[src/rtl/mem_stage_lsu_pkg.sv]
// Shared types for the MEM-stage load/store unit.
// Package rv32i_types:
//   load_funct3_t  - RV32I load funct3 encodings
//   store_funct3_t - RV32I store funct3 encodings
//   lsu_state_t    - LSU sequencer states (IDLE/BUSY/DONE)
//   acc_size()     - access width decoded from funct3
//   is_misaligned()- natural-alignment check for an access
package rv32i_types;

    typedef enum logic [2:0] {
        LD_LB  = 3'b000,
        LD_LH  = 3'b001,
        LD_LW  = 3'b010,
        LD_LBU = 3'b100,
        LD_LHU = 3'b101
    } load_funct3_t;

    typedef enum logic [2:0] {
        ST_SB = 3'b000,
        ST_SH = 3'b001,
        ST_SW = 3'b010
    } store_funct3_t;

    typedef enum logic [1:0] {
        IDLE = 2'd0,
        BUSY = 2'd1,
        DONE = 2'd2
    } lsu_state_t;

    typedef enum logic [1:0] {
        SZ_BYTE = 2'd0,
        SZ_HALF = 2'd1,
        SZ_WORD = 2'd2
    } acc_size_t;

    // Unknown encodings fall back to a full word access.
    function automatic acc_size_t acc_size(input logic is_load, input logic [2:0] f3);
        acc_size_t sz;
        sz = SZ_WORD;
        if (is_load) begin
            case (f3)
                LD_LB, LD_LBU: sz = SZ_BYTE;
                LD_LH, LD_LHU: sz = SZ_HALF;
                default:       sz = SZ_WORD;
            endcase
        end else begin
            case (f3)
                ST_SB:   sz = SZ_BYTE;
                ST_SH:   sz = SZ_HALF;
                default: sz = SZ_WORD;
            endcase
        end
        return sz;
    endfunction

    function automatic logic is_misaligned(input logic is_load, input logic [2:0] f3,
                                           input logic [1:0] off);
        acc_size_t sz;
        sz = acc_size(is_load, f3);
        return ((sz == SZ_HALF) && off[0]) || ((sz == SZ_WORD) && (off != 2'b00));
    endfunction

endpackage

[src/rtl/mem_stage_lsu_if.sv]
// Pipeline-side and data-memory-side signals of the MEM-stage LSU.
// modport slave  : the LSU (consumes EX/MEM fields and dmem response,
//                  drives dmem request, load_data, stall, misaligned)
// modport master : the environment (pipeline + data memory)
interface mem_stage_lsu_if;
    logic        valid;
    logic        is_load;
    logic        is_store;
    logic [2:0]  funct3;
    logic [31:0] addr;
    logic [31:0] store_data;
    logic        advance;
    logic        flush;
    logic        dmem_read;
    logic        dmem_write;
    logic [31:0] dmem_addr;
    logic [31:0] dmem_wdata;
    logic [3:0]  dmem_wmask;
    logic        dmem_resp;
    logic [31:0] dmem_rdata;
    logic [31:0] load_data;
    logic        stall;
    logic        misaligned;

    modport slave (
        input  valid, is_load, is_store, funct3, addr, store_data, advance, flush,
        input  dmem_resp, dmem_rdata,
        output dmem_read, dmem_write, dmem_addr, dmem_wdata, dmem_wmask,
        output load_data, stall, misaligned
    );

    modport master (
        output valid, is_load, is_store, funct3, addr, store_data, advance, flush,
        output dmem_resp, dmem_rdata,
        input  dmem_read, dmem_write, dmem_addr, dmem_wdata, dmem_wmask,
        input  load_data, stall, misaligned
    );
endinterface

[src/rtl/mem_stage_lsu_align.sv]
// lsu_align: combinational byte-lane steering for the LSU.
// Ports:
//   rdata      in  32  raw memory word
//   offset     in  2   byte offset within the word
//   funct3     in  3   access size/sign
//   store_data in  32  unshifted store operand
//   load_data  out 32  extended load result
//   wmask      out 4   store byte enables
//   wdata      out 32  store data replicated across lanes
// Halfwords are selected by offset[1] only; offset[0] is ignored for them.
module lsu_align
    import rv32i_types::*;
(
    input  logic [31:0] rdata,
    input  logic [1:0]  offset,
    input  logic [2:0]  funct3,
    input  logic [31:0] store_data,
    output logic [31:0] load_data,
    output logic [3:0]  wmask,
    output logic [31:0] wdata
);

    logic [7:0]  byte_sel;
    logic [15:0] half_sel;

    always_comb begin
        byte_sel = rdata[{offset, 3'b000} +: 8];
        half_sel = offset[1] ? rdata[31:16] : rdata[15:0];
        load_data = rdata;
        case (funct3)
            LD_LB:   load_data = {{24{byte_sel[7]}}, byte_sel};
            LD_LH:   load_data = {{16{half_sel[15]}}, half_sel};
            LD_LBU:  load_data = {24'h0, byte_sel};
            LD_LHU:  load_data = {16'h0, half_sel};
            default: load_data = rdata;
        endcase
    end

    always_comb begin
        wmask = 4'b1111;
        wdata = store_data;
        case (acc_size(1'b0, funct3))
            SZ_BYTE: begin
                wmask = 4'b0001 << offset;
                wdata = {4{store_data[7:0]}};
            end
            SZ_HALF: begin
                wmask = offset[1] ? 4'b1100 : 4'b0011;
                wdata = {2{store_data[15:0]}};
            end
            default: begin
                wmask = 4'b1111;
                wdata = store_data;
            end
        endcase
    end

endmodule

[src/rtl/mem_stage_lsu.sv]
// mem_stage_lsu: MEM-stage load/store sequencer for the RV32I pipeline.
// Ports:
//   clk  in  clock, rising edge
//   rst  in  asynchronous active-low reset
//   lsu  mem_stage_lsu_if.slave: EX/MEM fields, advance/flush, dmem
//        request/response, load_data, stall, misaligned
// Build option: LSU_MISALIGN_TRAP_EN - misaligned half/word accesses are
// not issued; the unit goes straight to DONE with misaligned=1, load_data=0.
//
// state | meaning
// IDLE  | no access pending; accepts a new load/store
// BUSY  | request held on dmem until dmem_resp
// DONE  | result ready, waits for advance (or flush)
module mem_stage_lsu
    import rv32i_types::*;
(
    input  logic           clk,
    input  logic           rst,
    mem_stage_lsu_if.slave lsu
);

    lsu_state_t  state_q, state_d;
    logic [29:0] word_q;
    logic [1:0]  off_q;
    logic [2:0]  f3_q;
    logic        load_q;
    logic [31:0] sdata_q;
    logic        flushed_q;
    logic [31:0] load_data_q;
    logic        start;
    logic        trap;
    logic        req;
    logic [31:0] fmt_data;
    logic [31:0] al_wdata;
    logic [3:0]  al_wmask;

    lsu_align u_align (
        .rdata      (lsu.dmem_rdata),
        .offset     (off_q),
        .funct3     (f3_q),
        .store_data (sdata_q),
        .load_data  (fmt_data),
        .wmask      (al_wmask),
        .wdata      (al_wdata)
    );

`ifdef LSU_MISALIGN_TRAP_EN
    logic mis_q;
    assign trap = is_misaligned(lsu.is_load, lsu.funct3, lsu.addr[1:0]);
    assign lsu.misaligned = (state_q == DONE) && mis_q;

    always_ff @(posedge clk or negedge rst) begin
        if (!rst) begin
            mis_q <= 1'b0;
        end else if (start) begin
            mis_q <= trap;
        end
    end
`else
    assign trap = 1'b0;
    assign lsu.misaligned = 1'b0;
`endif

    always_comb begin
        state_d = state_q;
        start   = 1'b0;
        case (state_q)
            IDLE: begin
                if (lsu.valid && (lsu.is_load || lsu.is_store) && !lsu.flush) begin
                    start   = 1'b1;
                    state_d = trap ? DONE : BUSY;
                end
            end
            BUSY: begin
                // A flushed access still has to drain; its data is dropped.
                if (lsu.dmem_resp) begin
                    state_d = (flushed_q || lsu.flush) ? IDLE : DONE;
                end
            end
            DONE: begin
                if (lsu.advance || lsu.flush) begin
                    state_d = IDLE;
                end
            end
            default: state_d = IDLE;
        endcase
    end

    assign req            = (state_q == BUSY);
    assign lsu.dmem_read  = req && load_q;
    assign lsu.dmem_write = req && !load_q;
    assign lsu.dmem_addr  = {word_q, 2'b00};
    assign lsu.dmem_wmask = lsu.dmem_write ? al_wmask : 4'b0000;
    assign lsu.dmem_wdata = lsu.dmem_write ? al_wdata : 32'h0;
    assign lsu.load_data  = load_data_q;
    // start depends on live inputs, so gate with reset to keep stall low in reset.
    assign lsu.stall      = rst && (start || req);

    always_ff @(posedge clk or negedge rst) begin
        if (!rst) begin
            state_q     <= IDLE;
            word_q      <= '0;
            off_q       <= '0;
            f3_q        <= '0;
            load_q      <= 1'b0;
            sdata_q     <= '0;
            flushed_q   <= 1'b0;
            load_data_q <= '0;
        end else begin
            state_q <= state_d;
            if (start) begin
                word_q    <= lsu.addr[31:2];
                off_q     <= lsu.addr[1:0];
                f3_q      <= lsu.funct3;
                load_q    <= lsu.is_load;
                sdata_q   <= lsu.store_data;
                flushed_q <= 1'b0;
                if (trap) begin
                    load_data_q <= '0;
                end
            end
            if (req && lsu.flush) begin
                flushed_q <= 1'b1;
            end
            if (req && lsu.dmem_resp && load_q && !flushed_q && !lsu.flush) begin
                load_data_q <= fmt_data;
            end
        end
    end

endmodule

[src/flat_wrapper.sv]
// flat-port wrapper written by rule: the top's interface ports become plain ports
module mem_stage_lsu_flat import rv32i_types::*;
  (clk, rst, lsu_valid, lsu_is_load, lsu_is_store, lsu_funct3, lsu_addr, lsu_store_data, lsu_advance, lsu_flush, lsu_dmem_resp, lsu_dmem_rdata, lsu_dmem_read, lsu_dmem_write, lsu_dmem_addr, lsu_dmem_wdata, lsu_dmem_wmask, lsu_load_data, lsu_stall, lsu_misaligned);
  mem_stage_lsu_if lsu_i ();
  input  logic clk;
  input  logic rst;
  input wire logic [$bits(lsu_i.valid)-1:0] lsu_valid;
  input wire logic [$bits(lsu_i.is_load)-1:0] lsu_is_load;
  input wire logic [$bits(lsu_i.is_store)-1:0] lsu_is_store;
  input wire logic [$bits(lsu_i.funct3)-1:0] lsu_funct3;
  input wire logic [$bits(lsu_i.addr)-1:0] lsu_addr;
  input wire logic [$bits(lsu_i.store_data)-1:0] lsu_store_data;
  input wire logic [$bits(lsu_i.advance)-1:0] lsu_advance;
  input wire logic [$bits(lsu_i.flush)-1:0] lsu_flush;
  input wire logic [$bits(lsu_i.dmem_resp)-1:0] lsu_dmem_resp;
  input wire logic [$bits(lsu_i.dmem_rdata)-1:0] lsu_dmem_rdata;
  output wire logic [$bits(lsu_i.dmem_read)-1:0] lsu_dmem_read;
  output wire logic [$bits(lsu_i.dmem_write)-1:0] lsu_dmem_write;
  output wire logic [$bits(lsu_i.dmem_addr)-1:0] lsu_dmem_addr;
  output wire logic [$bits(lsu_i.dmem_wdata)-1:0] lsu_dmem_wdata;
  output wire logic [$bits(lsu_i.dmem_wmask)-1:0] lsu_dmem_wmask;
  output wire logic [$bits(lsu_i.load_data)-1:0] lsu_load_data;
  output wire logic [$bits(lsu_i.stall)-1:0] lsu_stall;
  output wire logic [$bits(lsu_i.misaligned)-1:0] lsu_misaligned;
  assign lsu_i.valid = lsu_valid;
  assign lsu_i.is_load = lsu_is_load;
  assign lsu_i.is_store = lsu_is_store;
  assign lsu_i.funct3 = lsu_funct3;
  assign lsu_i.addr = lsu_addr;
  assign lsu_i.store_data = lsu_store_data;
  assign lsu_i.advance = lsu_advance;
  assign lsu_i.flush = lsu_flush;
  assign lsu_i.dmem_resp = lsu_dmem_resp;
  assign lsu_i.dmem_rdata = lsu_dmem_rdata;
  assign lsu_dmem_read = lsu_i.dmem_read;
  assign lsu_dmem_write = lsu_i.dmem_write;
  assign lsu_dmem_addr = lsu_i.dmem_addr;
  assign lsu_dmem_wdata = lsu_i.dmem_wdata;
  assign lsu_dmem_wmask = lsu_i.dmem_wmask;
  assign lsu_load_data = lsu_i.load_data;
  assign lsu_stall = lsu_i.stall;
  assign lsu_misaligned = lsu_i.misaligned;
  mem_stage_lsu u_core (.clk(clk), .rst(rst), .lsu(lsu_i));
endmodule
[config.mk]
export PLATFORM = sky130hd
export DESIGN_NAME = mem_stage_lsu_flat
export DESIGN_NICKNAME = d
export VERILOG_FILES = /design/src/rtl/mem_stage_lsu_pkg.sv /design/src/rtl/mem_stage_lsu_if.sv /design/src/rtl/mem_stage_lsu_align.sv /design/src/rtl/mem_stage_lsu.sv /design/src/flat_wrapper.sv
export SDC_FILE = /design/constraint.sdc
export NUM_CORES = 1
export LEC_CHECK = 0
export CORE_MARGIN = 8
export CORE_UTILIZATION = 47
export CTS_CLUSTER_DIAMETER = 30
export DETAILED_ROUTE_END_ITERATION = 7
export GPL_TIMING_DRIVEN = 0
export HOLD_SLACK_MARGIN = 0.12
export PLACE_DENSITY = 0.95
export SETUP_SLACK_MARGIN = 0.5
export SYNTH_ARGS = -nofsm -noshare
export SYNTH_HDL_FRONTEND = slang
export SYNTH_SLANG_ARGS = --single-unit
[constraint.sdc]
create_clock -name clk -period 4.7 [get_ports clk]
set_clock_uncertainty 0.1 [all_clocks]
set_input_delay 1.175 -clock clk [delete_from_list [all_inputs] [get_ports clk]]
set_output_delay 1.175 -clock clk [all_outputs]
set_load 0.005 [all_outputs]
==> results.cfg <==
[floorplan]
design.core.area_um2 = 10700
die_area_um2 = 14300
start_util_pct = 47.3
die_w_um = 120
fp.dieH_um = 120
ios = 211
rows = 38

[cts]
cts_inserted_buffers = 9
cts-root-buf = clkbuf_8
clk_pin_slew_ps = 100
cts_max_level = 3
cts_tree = built
clockBufferDepth = 2
cts_hold_buf = 0
cts.sinks = 103
clk_latency_ps = 370

[synth]
synth_xor_area_share_pct = 0
synth_edf_count = 0
synth_mux_area_share_pct = 19.9
synth_area_leaders = dfrtp_1 51%, mux2_2 16%, nand2_1 4.8%
synthArstFlopShare_pct = 100
yosys_warnings = 0
synth-simple-area-share_pct = 9.36
yosys.cell_types.count = 40
synth-seq-area-share_pct = 51.1
yosysMostFrequentCell = dfrtp_1
synth_compound_area_share_pct = 14.7
synth-main-ff-cell = dfrtp_1
synth_adder_area_share_pct = 0
yosysTopAreaCell = dfrtp_1
synth-seq-cells = 103
synth.cell_area_um2 = 5040
synthCells = 448
synth_top_family_by_area = multiplexers
yosysTopAreaCellShare_pct = 51.1
postSynthAreaPerCell_um2 = 11.2
yosys-top-cells-count = 103 x dfrtp_1, 73 x mux2_2, 65 x nand2_1

[worst_hold_path]
hold_path_class = reg2reg

[detailed_routing]
ant_nets = 0
first_iter_violations = 282
wl_per_cell_um = 22.3
dr_total_vias = 4526
drt-pass1-iter-count = 5
viasPerCell = 5.55
drcViolationCount = 0
wl_um = 18200

[power]
combinationalPowerShare_pct = 39.4
p_clk_share_pct = 21.3
p_int_mw = 2.39
powerDensity_nw_per_um2 = 453
switching_power_mw = 1.07
p_sw_share_pct = 30.9
seq_power_share_pct = 39.4
ir_worst_vdd_mv = 0.265
leakage_nw = 3.27

[place]
dpl_cell_area_um2 = 7320
place_congestion = 0.840
placement.io_buffers = 207
dp_hpwl_um = 13900

[sta]
relSlewSlack_pct = 51.8
fmax_ghz = 0.249
finalCritPeriodShare_pct = 85.5
tightest_slew_ps = 719
setup_viol = 0
whs_ps = 388
slew_viol_final = 0
finalHoldViolations = 0
rsz0062_at_grt = no
fin_crit_ps = 4020

[critical_path]
cp-start-kind = register
crit_chain = buf_2 > nor2_1 > buf_2 > nor2_1 > a211oi_1 > clkdlybuf4s50_1
end_kind = output port
cp.required_ps = 3420
path_buf_inv = 3
crit_path_max_fanout = 10
critPathMaxStageDelay_ps = 600
cpLargestDelayFamily = buffers and inverters
cp.arrival_ps = 2750
path_class = reg2out
slowest_stage = clkdlybuf4s50_1

[grt]
gr-total-overflow = 0
grt_pass1_wl_um = 28400
antenna_found_initial = 0
grt_max_degree = 56
grt_pass1_vias = 5138
grt.total_usage_pct = 25.3

[outcome]
status = finished, final reports clean

[final_layout]
nNetsFinal = 777
areaGrowthSynthToFinish_pct = 51.3
finish.utilization_pct = 71.6
diodes = 0
design_area_um2 = 7630
drive_gt1_share_pct = 19.4

[run]
max_cap_violations = 0
[metal layers]
| metal | vias to the layer above | track usage [%] | part of all wire [%] |
|---|---|---|---|
| met5 | - | 0 | 0 |
| met2 | 268 | 41.4 | 47 |
| li1 | 2025 | - | - |
| met1 | 2192 | 27.8 | 37 |
| met3 | 41 | 11.6 | 12 |
| met4 | 0 | 11.1 | 3.4 |
[flip-flops by register name (all words and copies together) (netlist names)]
| signal | count |
|---|---|
| u_core.off_q | 2 |
| u_core.f3_q | 3 |
| u_core.sdata_q | 32 |
| u_core.word_q | 30 |
| u_core.lsu.load_data | 32 |
| u_core.state_q | 2 |
| u_core.flushed_q | 1 |
| u_core.load_q | 1 |
[what timing repair did]
item / CTS / global route
resized for setup: 7 / 1
pin swaps: 1 / 0
setup endpoints to repair: 1 / 1
endpoints found under the hold margin: 0 / 0
setup buffers: 1 / 0
[placed cells by master (no fill, tap or decap), types with 2 or more instances in the layout]
cell	Yosys	routed
inv_1	12	12
o21ai_1	3	3
clkbuf_1	12	13
buf_2	12	10
o21ai_0	17	17
mux2i_1	16	16
mux2_2	73	73
bufinv_16	0	4
a21o_1	8	8
clkbuf_8	0	10
a221oi_1	8	8
buf_6	1	3
a2bb2oi_1	16	16
buf_4	10	12
a22oi_1	7	7
conb_1	1	3
dfrtp_1	103	103
clkdlybuf4s50_1	0	204
a21oi_1	23	23
nand2b_1	5	5
nor2_1	13	13
o221a_2	7	7
a211oi_1	8	8
and2_1	9	9
o21a_1	2	2
nand2_1	65	65
[per-stage QoR]
step / total power [mW] / setup WS, ps / std cells / setup TNS, ps
floorplan: 1.93 / 1380 / 450 / 0
global placement: 2.67 / -2480 / 797 / -159070
detailed placement: 2.73 / 125 / 798 / 0
CTS: 3.48 / 549 / 815 / 0
global route: 3.64 / 559 / 815 / 0
finish: 3.46 / 680 / 815 / 0
[power groups by stage]
stage	Combinational (mW)	Clock, mW	Sequential, mW
finish	1.36	0.736	1.36
global route	1.47	0.774	1.39
CTS	1.37	0.744	1.36
detailed placement	1.36	0	1.37
global placement	1.32	0	1.35
floorplan	0.600	0	1.33
[worst paths after layout]
kind	startpoint	endpoint	slack, ps	cells past startpoint
worst max register to register	u_core.state_q[0]	u_core.sdata_q[31]	2700	6
max in group asynchronous	rst	u_core.sdata_q[6]	3070	2
worst min register to register	u_core.lsu.load_data[12]	u_core.lsu.load_data[12]	390	1
min in group asynchronous	rst	u_core.lsu.load_data[13]	730	1
worst min-delay path	u_core.lsu.load_data[12]	u_core.lsu.load_data[12]	390	1
worst max-delay path	u_core.f3_q[1]	lsu_dmem_wdata[30]	680	6
[layout make-up]
class | instances | area [um2]
Fill cell | 751 | 3020
Clock inverter | 5 | 129
Timing Repair Buffer | 209 | 2110
Buffer | 36 | 209
Sequential cell | 103 | 2580
Tap cell | 140 | 175
Clock buffer | 11 | 141
Multi-Input combinational cell | 299 | 2240
Inverter | 12 | 45.0
[kinds of logic after synthesis]
group                  after synthesis
multiplexers                        90
AO/OA/AOI/OAI                      104
other                                1
flip-flops                         103
AND/OR/NAND/NOR                    102
buffers and inverters               48
Power figures use the tool's default switching activity.
